## config.mk

```make
export PLATFORM = sky130hd
export DESIGN_NAME = imem_loader
export DESIGN_NICKNAME = d
export VERILOG_FILES = /design/src/rtl/imem_loader.sv
export SDC_FILE = /design/constraint.sdc
export NUM_CORES = 1
export LEC_CHECK = 0
export ABC_AREA = 1
export CAP_MARGIN = 20
export CORE_MARGIN = 5
export CORE_UTILIZATION = 60
export CTS_BUF_LIST = sky130_fd_sc_hd__clkbuf_2 sky130_fd_sc_hd__clkbuf_4 sky130_fd_sc_hd__clkbuf_8
export CTS_CLUSTER_DIAMETER = 150
export DETAILED_ROUTE_END_ITERATION = 7
export GPL_TIMING_DRIVEN = 0
export PLACE_DENSITY = 0.84
export SLEW_MARGIN = 10
export SYNTH_ARGS = -nofsm -noshare
export SYNTH_HDL_FRONTEND = slang
export SYNTH_SLANG_ARGS = --single-unit
```

## constraint.sdc

```tcl
create_clock -name clk -period 4.6 [get_ports clk]
set_clock_uncertainty 0.2 [all_clocks]
set_input_delay 0.92 -clock clk [delete_from_list [all_inputs] [get_ports clk]]
set_output_delay 0.92 -clock clk [all_outputs]
set_load 0.1 [all_outputs]
```

## src/rtl/imem_loader.sv

```systemverilog
// imem_loader: boot-time loader that turns a framed byte stream into IMEM word writes.
// It holds the core in reset until a complete, checksum-verified image has been written.
module imem_loader #(
  parameter int ADDR_WIDTH = 10
) (
  input  logic        clk,
  input  logic        rst,
  input  logic        start,
  input  logic        byte_valid,
  input  logic [7:0]  byte_data,
  output logic        byte_ready,
  output logic        imem_we,
  output logic [31:0] imem_addr,
  output logic [31:0] imem_wdata,
  output logic        core_rst_n,
  output logic        busy,
  output logic        done,
  output logic        error
);

  typedef enum logic [2:0] {
    ST_IDLE  = 3'd0,
    ST_HDR   = 3'd1,
    ST_DATA  = 3'd2,
    ST_CSUM  = 3'd3,
    ST_DONE  = 3'd4,
    ST_ERROR = 3'd5
  } state_t;

  // N == 2^ADDR_WIDTH is legal, so the limit needs one bit beyond the count width.
  localparam logic [32:0] MAX_WORDS_C = 33'd1 << ADDR_WIDTH;

  function automatic logic [7:0] csum_add(input logic [7:0] acc, input logic [7:0] b);
    return acc + b;
  endfunction

  state_t              state_r;
  state_t              state_next_s;
  logic [31:0]         count_r;
  logic [31:0]         shift_r;
  logic [ADDR_WIDTH:0] word_idx_r;
  logic [7:0]          sum_r;
  logic [1:0]          byte_cnt_r;

  logic                byte_ready_r;
  logic                imem_we_r;
  logic [31:0]         imem_addr_r;
  logic [31:0]         imem_wdata_r;
  logic                core_rst_n_r;
  logic                busy_r;
  logic                done_r;
  logic                error_r;

  logic                xfer_s;
  logic                last_byte_s;
  logic                last_word_s;
  logic                restart_s;
  logic                active_next_s;
  logic [31:0]         hdr_count_s;
  logic [31:0]         assembled_s;
  logic [ADDR_WIDTH:0] word_idx_inc_s;

  assign xfer_s         = byte_valid && byte_ready_r;
  assign last_byte_s    = (byte_cnt_r == 2'd3);
  assign hdr_count_s    = {byte_data, count_r[31:8]};
  assign assembled_s    = {byte_data, shift_r[31:8]};
  assign word_idx_inc_s = word_idx_r + (ADDR_WIDTH + 1)'(1);
  assign last_word_s    = (32'(word_idx_inc_s) == count_r);
  assign active_next_s  = (state_next_s == ST_HDR) || (state_next_s == ST_DATA) ||
                          (state_next_s == ST_CSUM);

  // Next-state selection from the current state and the accepted byte.
  always_comb begin
    state_next_s = state_r;
    restart_s    = 1'b0;
    case (state_r)
      ST_IDLE, ST_DONE, ST_ERROR: begin
        if (start) begin
          state_next_s = ST_HDR;
          restart_s    = 1'b1;
        end else begin
          state_next_s = state_r;
        end
      end
      ST_HDR: begin
        if (xfer_s && last_byte_s) begin
          if ({1'b0, hdr_count_s} > MAX_WORDS_C) begin
            state_next_s = ST_ERROR;
          end else if (hdr_count_s == 32'd0) begin
            state_next_s = ST_CSUM;
          end else begin
            state_next_s = ST_DATA;
          end
        end else begin
          state_next_s = ST_HDR;
        end
      end
      ST_DATA: begin
        if (xfer_s && last_byte_s && last_word_s) begin
          state_next_s = ST_CSUM;
        end else begin
          state_next_s = ST_DATA;
        end
      end
      ST_CSUM: begin
        if (xfer_s) begin
          if (byte_data == sum_r) begin
            state_next_s = ST_DONE;
          end else begin
            state_next_s = ST_ERROR;
          end
        end else begin
          state_next_s = ST_CSUM;
        end
      end
      default: begin
        state_next_s = ST_IDLE;
      end
    endcase
  end

  // State register.
  always_ff @(posedge clk) begin
    if (rst) begin
      state_r <= ST_IDLE;
    end else begin
      state_r <= state_next_s;
    end
  end

  // Header count, word assembly, running sum and the one-cycle IMEM write strobe.
  always_ff @(posedge clk) begin
    if (rst) begin
      count_r      <= 32'd0;
      shift_r      <= 32'd0;
      word_idx_r   <= '0;
      sum_r        <= 8'd0;
      byte_cnt_r   <= 2'd0;
      imem_we_r    <= 1'b0;
      imem_addr_r  <= 32'd0;
      imem_wdata_r <= 32'd0;
    end else begin
      imem_we_r <= 1'b0;
      if (restart_s) begin
        count_r    <= 32'd0;
        shift_r    <= 32'd0;
        word_idx_r <= '0;
        sum_r      <= 8'd0;
        byte_cnt_r <= 2'd0;
      end else if (xfer_s) begin
        byte_cnt_r <= byte_cnt_r + 2'd1;
        case (state_r)
          ST_HDR: begin
            count_r <= hdr_count_s;
          end
          ST_DATA: begin
            shift_r <= assembled_s;
            sum_r   <= csum_add(sum_r, byte_data);
            if (last_byte_s) begin
              imem_we_r    <= 1'b1;
              imem_addr_r  <= 32'({word_idx_r, 2'b00});
              imem_wdata_r <= assembled_s;
              word_idx_r   <= word_idx_inc_s;
            end
          end
          default: begin
            sum_r <= sum_r;
          end
        endcase
      end
    end
  end

  // Status outputs are registered from the next state so they line up with the state register.
  always_ff @(posedge clk) begin
    if (rst) begin
      byte_ready_r <= 1'b0;
      busy_r       <= 1'b0;
      done_r       <= 1'b0;
      error_r      <= 1'b0;
      core_rst_n_r <= 1'b0;
    end else begin
      byte_ready_r <= active_next_s;
      busy_r       <= active_next_s;
      done_r       <= (state_next_s == ST_DONE);
      error_r      <= (state_next_s == ST_ERROR);
      core_rst_n_r <= (state_next_s == ST_DONE);
    end
  end

  assign byte_ready = byte_ready_r;
  assign imem_we    = imem_we_r;
  assign imem_addr  = imem_addr_r;
  assign imem_wdata = imem_wdata_r;
  assign core_rst_n = core_rst_n_r;
  assign busy       = busy_r;
  assign done       = done_r;
  assign error      = error_r;

endmodule

```

; After elaboration in Yosys (flattened, before gate mapping)
; Cells that the tools add are included.
; W data, S select, Z words.
[totals]
out_inout_bits = 70
word_cells = 57
input_bits = 12
ff_bits = 135
[classes]
bitwise_logic = 3
n_reduce_logical = 14
n_eq_ne = 13
add_sub_neg = 3
magnitude_cmp = 1
mux = 11
[ops]
columns = operator, count
row1 = $eq A11 B32 Y1, 1
row2 = $gt A32 B11 Y1 const B, 1
row3 = $logic_not A32 Y1, 1
row4 = $eq A3 B2 Y1 const B, 4
row5 = $eq A3 B3 Y1 const B, 4
row6 = $mux W3, 4
row7 = $pmux W3 S4, 1
row8 = $add A11 B1 Y11 const B, 1
row9 = $add A8 B8 Y8, 1
row10 = $eq A8 B8 Y1, 1
row11 = $eq A3 B1 Y1 const B, 2
row12 = $mux W1, 6
row13 = $reduce_and A2 Y1, 2
row14 = $reduce_and A4 Y1, 1
row15 = $reduce_or A4 Y1, 1
row16 = $logic_and A1 B1 Y1, 3
row17 = $logic_not A3 Y1, 1
row18 = $not A1 Y1, 3
row19 = $reduce_and A3 Y1, 1
row20 = $reduce_or A3 Y1, 1
row21 = $add A2 B1 Y2 const B, 1
row22 = $eq A2 B2 Y1 const B, 1
row23 = $logic_or A1 B1 Y1, 2
row24 = $reduce_or A2 Y1, 1

; Depth between registers and ports, before layout
; Gate-level depths: netlist (run 1).
[logic_depth]
word_depth = 8
depth_mapped = 14
ltp_nobuf = 13

; Least setup slack after synthesis (run 1)
; No wires, ideal clock.
[synth_timing]
path_kind = input to register
startpoint = input byte_data[0]
endpoint = register sum_r[6]
n_path_buf = 0
stages = 10
setup_ps = 115
arrival_time_ps = 2212
required_time_ps = 4285
setup_slack_ps = 2072
cell_sequence = ha_1 > inv_1 > fa_1 > o21ai_0 > nand2_1 > nand2_1 > a21oi_1 > xnor2_1 > o21ai_0 > inv_1
[synth_via]
elab_chain_len = 1
[synth_rtl]
columns = element, line
row1 = "start, declared", 10  ; input logic [7:0] byte_data,
row2 = $add A8 B8 Y8, 34  ; return acc + b;
row3 = "end signal, assigned", 158  ; sum_r <= csum_add(sum_r, byte_data);
row4 = "end signal, assigned", 167  ; sum_r <= sum_r;
row5 = "end, declared", 42  ; logic [7:0] sum_r;
; Every way passes these cells.
; A chain may end at the register's enable or synchronous reset.

==> results of run 1 <==
[flip-flops by register name (all words and copies together) (netlist names), 2 cells and up]
name	cells
byte_cnt_r	2
word_idx_r	11
sum_r	8
imem_addr	11
state_r	3
imem_wdata	32
shift_r	24
count_r	32
[metrics by stage]
step	setup WS, ps	instances	cell area, um^2	total power [mW]
after CTS	1350	952	6640	2.26
after global placement	1420	920	6260	1.36
after floorplan	2070	752	5520	1.31
after global routing	1300	952	6640	2.32
final	1350	952	6640	2.26
after detailed placement	1380	920	6260	1.36
[power by group]
group          leakage [nW]  internal, mW  switching, mW  total (mW)
clock                 0.194         0.403          0.515       0.919
combinational          1.65        0.0527          0.170       0.223
sequential             1.02          1.11        0.00876        1.12
total                  2.87          1.56          0.694        2.26
[area by class of cell]
type	count	area, um^2
Sequential cell	127	2540
Multi-Input combinational cell	499	2400
Fill cell	673	2170
Timing Repair Buffer	60	601
Buffer	61	340
Inverter	65	244
Clock buffer	17	234
Clock inverter	15	141
Tap cell	108	135
[worst max path at each step]
stage                     depth (start not counted)    endpoint
after CTS                                         2  byte_ready
after floorplan                                  10    sum_r[6]
after global routing                              2  byte_ready
after global placement                           10        busy
final                                             2  byte_ready
after detailed placement                         10        busy
[routing by layer]
metal | global-route usage, % | part of all wire, % | vias to the layer above
li1 | - | - | 2551
met1 | 32.3 | 41 | 2472
met2 | 43.4 | 47 | 261
met3 | 6.42 | 8.1 | 55
met4 | 11.4 | 3.7 | 0
met5 | 0 | 0 | -
[layout by cell type, fill, tap and decap left out, types with 21 or more instances in the layout]
master,count
a21oi_1,98
buf_4,25
clkbuf_1,22
clkdlybuf4s50_1,60
conb_1,21
dfxtp_1,127
inv_1,60
nand2_1,112
nand3_1,21
nor2_1,96
o21ai_0,93
[cells by family after synthesis]
group | after synthesis
flip-flops | 127
buffers and inverters | 126
AND/OR/NAND/NOR | 258
other | 1
AO/OA/AOI/OAI | 202
XOR/XNOR | 8
adder cells (fa/ha/maj) | 10
[worst max-delay path, stage by stage, from the launching register on]
cell and delay [ps]:
dfxtp_1 430, buf_4 140, clkdlybuf4s50_1 1120
==> flow_metrics.tcl, run 1 <==
set metrics [dict create \
    status "completed" \
    synth_simple_gate_area_share_pct 20.0 \
    fin_nets 853 \
    grt_pass1_vias 5022 \
    setup_viol 0 \
    cts_max_level 4 \
    cp-startpoint "busy" \
    yosysSeqAreaShare_pct 46.7 \
    yosysMostFrequentCell "dfxtp_1" \
    worst_pin_slew_ps 1010 \
    hp-class "reg2reg" \
    rrSetupSlack_ps 2370 \
    dr.pass1.iters 5 \
    die_h_um 105 \
    cts_resized 0 \
    drive_above_1_share_pct 10.5 \
    die_area_um2 11100 \
    syn_to_final_growth_pct 21.8 \
    portBuffers 60 \
    whs_ps 274 \
    initial_utilization_pct 61.9 \
    relSlewSlack_pct 32.6 \
    synth_xor_area_share_pct 1.29 \
    end_kind "primary output" \
    synth_top_area_share_pct 46.7 \
    ys_async_sr_fraction_pct 0 \
    row_count 34 \
    synth-compound-area-share_pct 18.8 \
    worstPathArrival_ps 2130 \
    max_clock_freq_mhz 308 \
    postRouteWirelength_mm 14.6 \
    yosys-top-cells-count "dfxtp_1, nand2_1, a21oi_1" \
    vias 5339 \
    startpoint_type "flop" \
    clock_path_buffers 2 \
    synthMuxAreaShare_pct 0 \
    hold_depth 2 \
    gr-usage-all-layers_pct 26.1 \
    worstReg2RegStart "sum_r[2]" \
    worstRegToRegCells 9 \
    grt_setup_unrepaired "false" \
    yosysWarnings 0 \
    grt_max_degree 17 \
    ir_drop_uv 237 \
    hold_violations 0 \
    synth_cell_types 29 \
    clkSinkCount 127 \
    slew_viol_final 0 \
    antenna_found_initial 0 \
    synth_top_family_by_area "simple AND/OR/NAND/NOR gates" \
    syn_area_um2 5450 \
    clk_latency_ps 440 \
    leakagePower_nw 2.87 \
    routed_via_density 5.61 \
    cts_tree "done" \
    antennaDiodeCount 0 \
    drtAntennaViolNets 0 \
    gp_congestion 0.903 \
    tns_ps 0 \
    cp_max_fo 4 \
    overflow 0 \
    die_x_um 105 \
    min_to "byte_cnt_r[1]" \
    crit_type "reg2out" \
    drv_cap 0 \
    fin_crit_ps 3250 \
    worstPathRequired_ps 3480 \
    numCtsBuffers 17 \
    p_per_area_nw_per_um2 340 \
    synth_top_flop_cell "dfxtp_1" \
    initialDrtViolationCount 425 \
    final_util_pct 75.3 \
    grt_pass1_wl_mm 23.7 \
    place_hpwl_mm 10.6 \
    cts_setup_buffers 0 \
    r2r-end "busy" \
    wl_per_cell_um 15.3 \
    synth_top_area_cell "dfxtp_1" \
    clkTransAtPathRegs_ps 80 \
    cts_hold_buf 0 \
    synth_area_leaders "dfxtp_1, a21oi_1, o21ai_0, nand2_1, nor2_1" \
    synth_edf_count 0 \
    drc_errors 0 \
    synth_fa_ha_area_share_pct 2.43 \
    syn_inst 732 \
    io_pins 82 \
    fin_crit_sh_pct 70.7 \
    core_region_area_um2 8810 \
    min-delay-start "byte_cnt_r[1]" \
    synth-seq-cells 127 \
    syn_avg_cell_area_um2 7.44 \
    cts-root-buf "clkbuf_8" \
]
No activity file was read; power rests on OpenSTA's default activity.
==> run 2: changes to the inputs <==
Settings changed: CORE_UTILIZATION 60 to 50, PLACE_DENSITY 0.84 to 0.75.
Clock period 4.6 ns to 2.95 ns, I/O delays scaled along.
==> run 2 against run 1 <==
  * Hold slack got worse by 8.5 ps
  * First-iteration DRC count down 21%
  * Register-to-register slack got worse by 1600 ps
  * Global-route usage fell by 3.0 points
  * Cell count rose by 3.0%
  * Total power is 57% higher
  * Critical path type unchanged
==> flow_metrics.tcl, run 2 (same netlist as run 1, synthesis figures left out) <==
set metrics [dict create \
    whs_ps 265 \
    vias 5109 \
    clkTransAtPathRegs_ps 70 \
    crit_type "reg2out" \
    switching_share_pct 26.1 \
    cts_resized 1 \
    worst_pin_slew_ps 999 \
    worstReg2RegStart "word_idx_r[1]" \
    pre_cts_ws_ps 28.5 \
    grt_pass1_wl_mm 24.0 \
    dpl_cell_area_um2 6300 \
    worstRegToRegCells 11 \
    fin_nets 853 \
    pwr-share-comb_pct 9.8 \
    drc_errors 0 \
    cts_setup_buffers 0 \
    postRouteWirelength_mm 14.7 \
    io_pins 82 \
    dr.pass1.iters 5 \
    min_to "shift_r[13]" \
    gr-usage-all-layers_pct 23.1 \
    slew_viol_final 0 \
    p_switching_mw 0.927 \
    cts_max_level 4 \
    met2_usage_pct 38.1 \
    grt_max_degree 17 \
    die_h_um 114 \
    cp_slowest_cell "clkdlybuf4s50_1" \
    place_hpwl_mm 10.8 \
    crit_cells 1 \
    pwr-share-clk_pct 41.2 \
    hp-class "reg2reg" \
    rrSetupSlack_ps 760 \
    initial_utilization_pct 50.7 \
    max_clock_freq_mhz 348 \
    max_stage_delay_ps 1190 \
    cts_hold_buf 0 \
    grt_use_met1_pct 29.4 \
    grt_use_met3_pct 5.81 \
    relSlewSlack_pct 33.2 \
    worstPathArrival_ps 2080 \
    fin_crit_sh_pct 97.3 \
    path_buf_inv 1 \
    cts_tree "done" \
    row_count 38 \
    top_usage_layer "met2" \
    drive_above_1_share_pct 10.2 \
    overflow 0 \
    p_per_area_nw_per_um2 532 \
    wl_per_cell_um 15.0 \
    grt_pass1_vias 4970 \
    portBuffers 60 \
    die_x_um 114 \
    syn_to_final_growth_pct 22.5 \
    design_area_um2 6680 \
    core_region_area_um2 10700 \
    grt_setup_unrepaired "false" \
    p_int_mw 2.63 \
    initialDrtViolationCount 337 \
    antenna_found_initial 0 \
    numCtsBuffers 17 \
    status "completed" \
    routed_via_density 5.21 \
    clk_latency_ps 440 \
    hold_violations 0 \
    setup_viol 0 \
    antennaDiodeCount 0 \
    cts-root-buf "clkbuf_8" \
    leakagePower_nw 2.87 \
    worstPathRequired_ps 2160 \
    mostFrequentLayoutCells "dfxtp_1, nand2_1, a21oi_1" \
    tns_ps 0 \
    cpLargestDelayFamily "buffers and inverters" \
    fin_crit_ps 2870 \
    startpoint_type "flop" \
    final_common_cell "dfxtp_1" \
    end_kind "primary output" \
    ir_drop_uv 398 \
    die_area_um2 13100 \
    clkSinkCount 127 \
    r2r-end "done" \
    setup_slack_ps 79.1 \
    hold_depth 2 \
    min-delay-start "shift_r[13]" \
    gp_congestion 0.910 \
    drtAntennaViolNets 0 \
    drv_cap 0 \
    seq_power_share_pct 49.1 \
    crit_chain "clkdlybuf4s50_1" \
    cp_max_fo 4 \
    clock_path_buffers 2 \
]
[run 2: cell type report]
cell class              instances  area, um^2
fillers                       976        4070
flip-flops and latches        127        2540
multi-input cells             499        2400
repair buffers                 60         599
plain buffers                  61         340
clock buffers                  22         290
inverters                      65         244
well taps                     140         175
clock inverters                 7        87.6
[run 2: how the worst max path moves through the flow]
stage                  from       end  slack (ps)
2_1_floorplan          busy  sum_r[5]         590
3_3_place_gp   byte_data[2]      busy          40
3_5_place_dp   byte_data[1]  sum_r[6]          30
4_1_cts                busy      busy          70
5_1_grt                busy      busy          30
6_report               busy      busy          80
[run 2: power by group through the flow]
stage	combinational, mW	clock, mW	sequential (mW)
after CTS	0.343	1.47	1.74
after floorplan	0.260	0	1.79
after detailed placement	0.343	0	1.78
after global routing	0.370	1.55	1.74
final	0.347	1.46	1.74
after global placement	0.339	0	1.78
[run 2: metal layers]
| layer | up-vias | part of all wire (%) |
|---|---|---|
| met5 | - | 0 |
| met4 | 0 | 1.6 |
| met3 | 21 | 7.2 |
| met2 | 195 | 48 |
| met1 | 2348 | 43 |
| li1 | 2545 | - |
[run 2: through the flow]
| step | power, mW | instances | utilization, % |
|---|---|---|---|
| after CTS | 3.56 | 981 | 62.1 |
| after detailed placement | 2.12 | 952 | 58.6 |
| after global routing | 3.66 | 981 | 62.1 |
| after global placement | 2.12 | 952 | 58.6 |
| final | 3.55 | 981 | 62.1 |
| after floorplan | 2.05 | 752 | - |
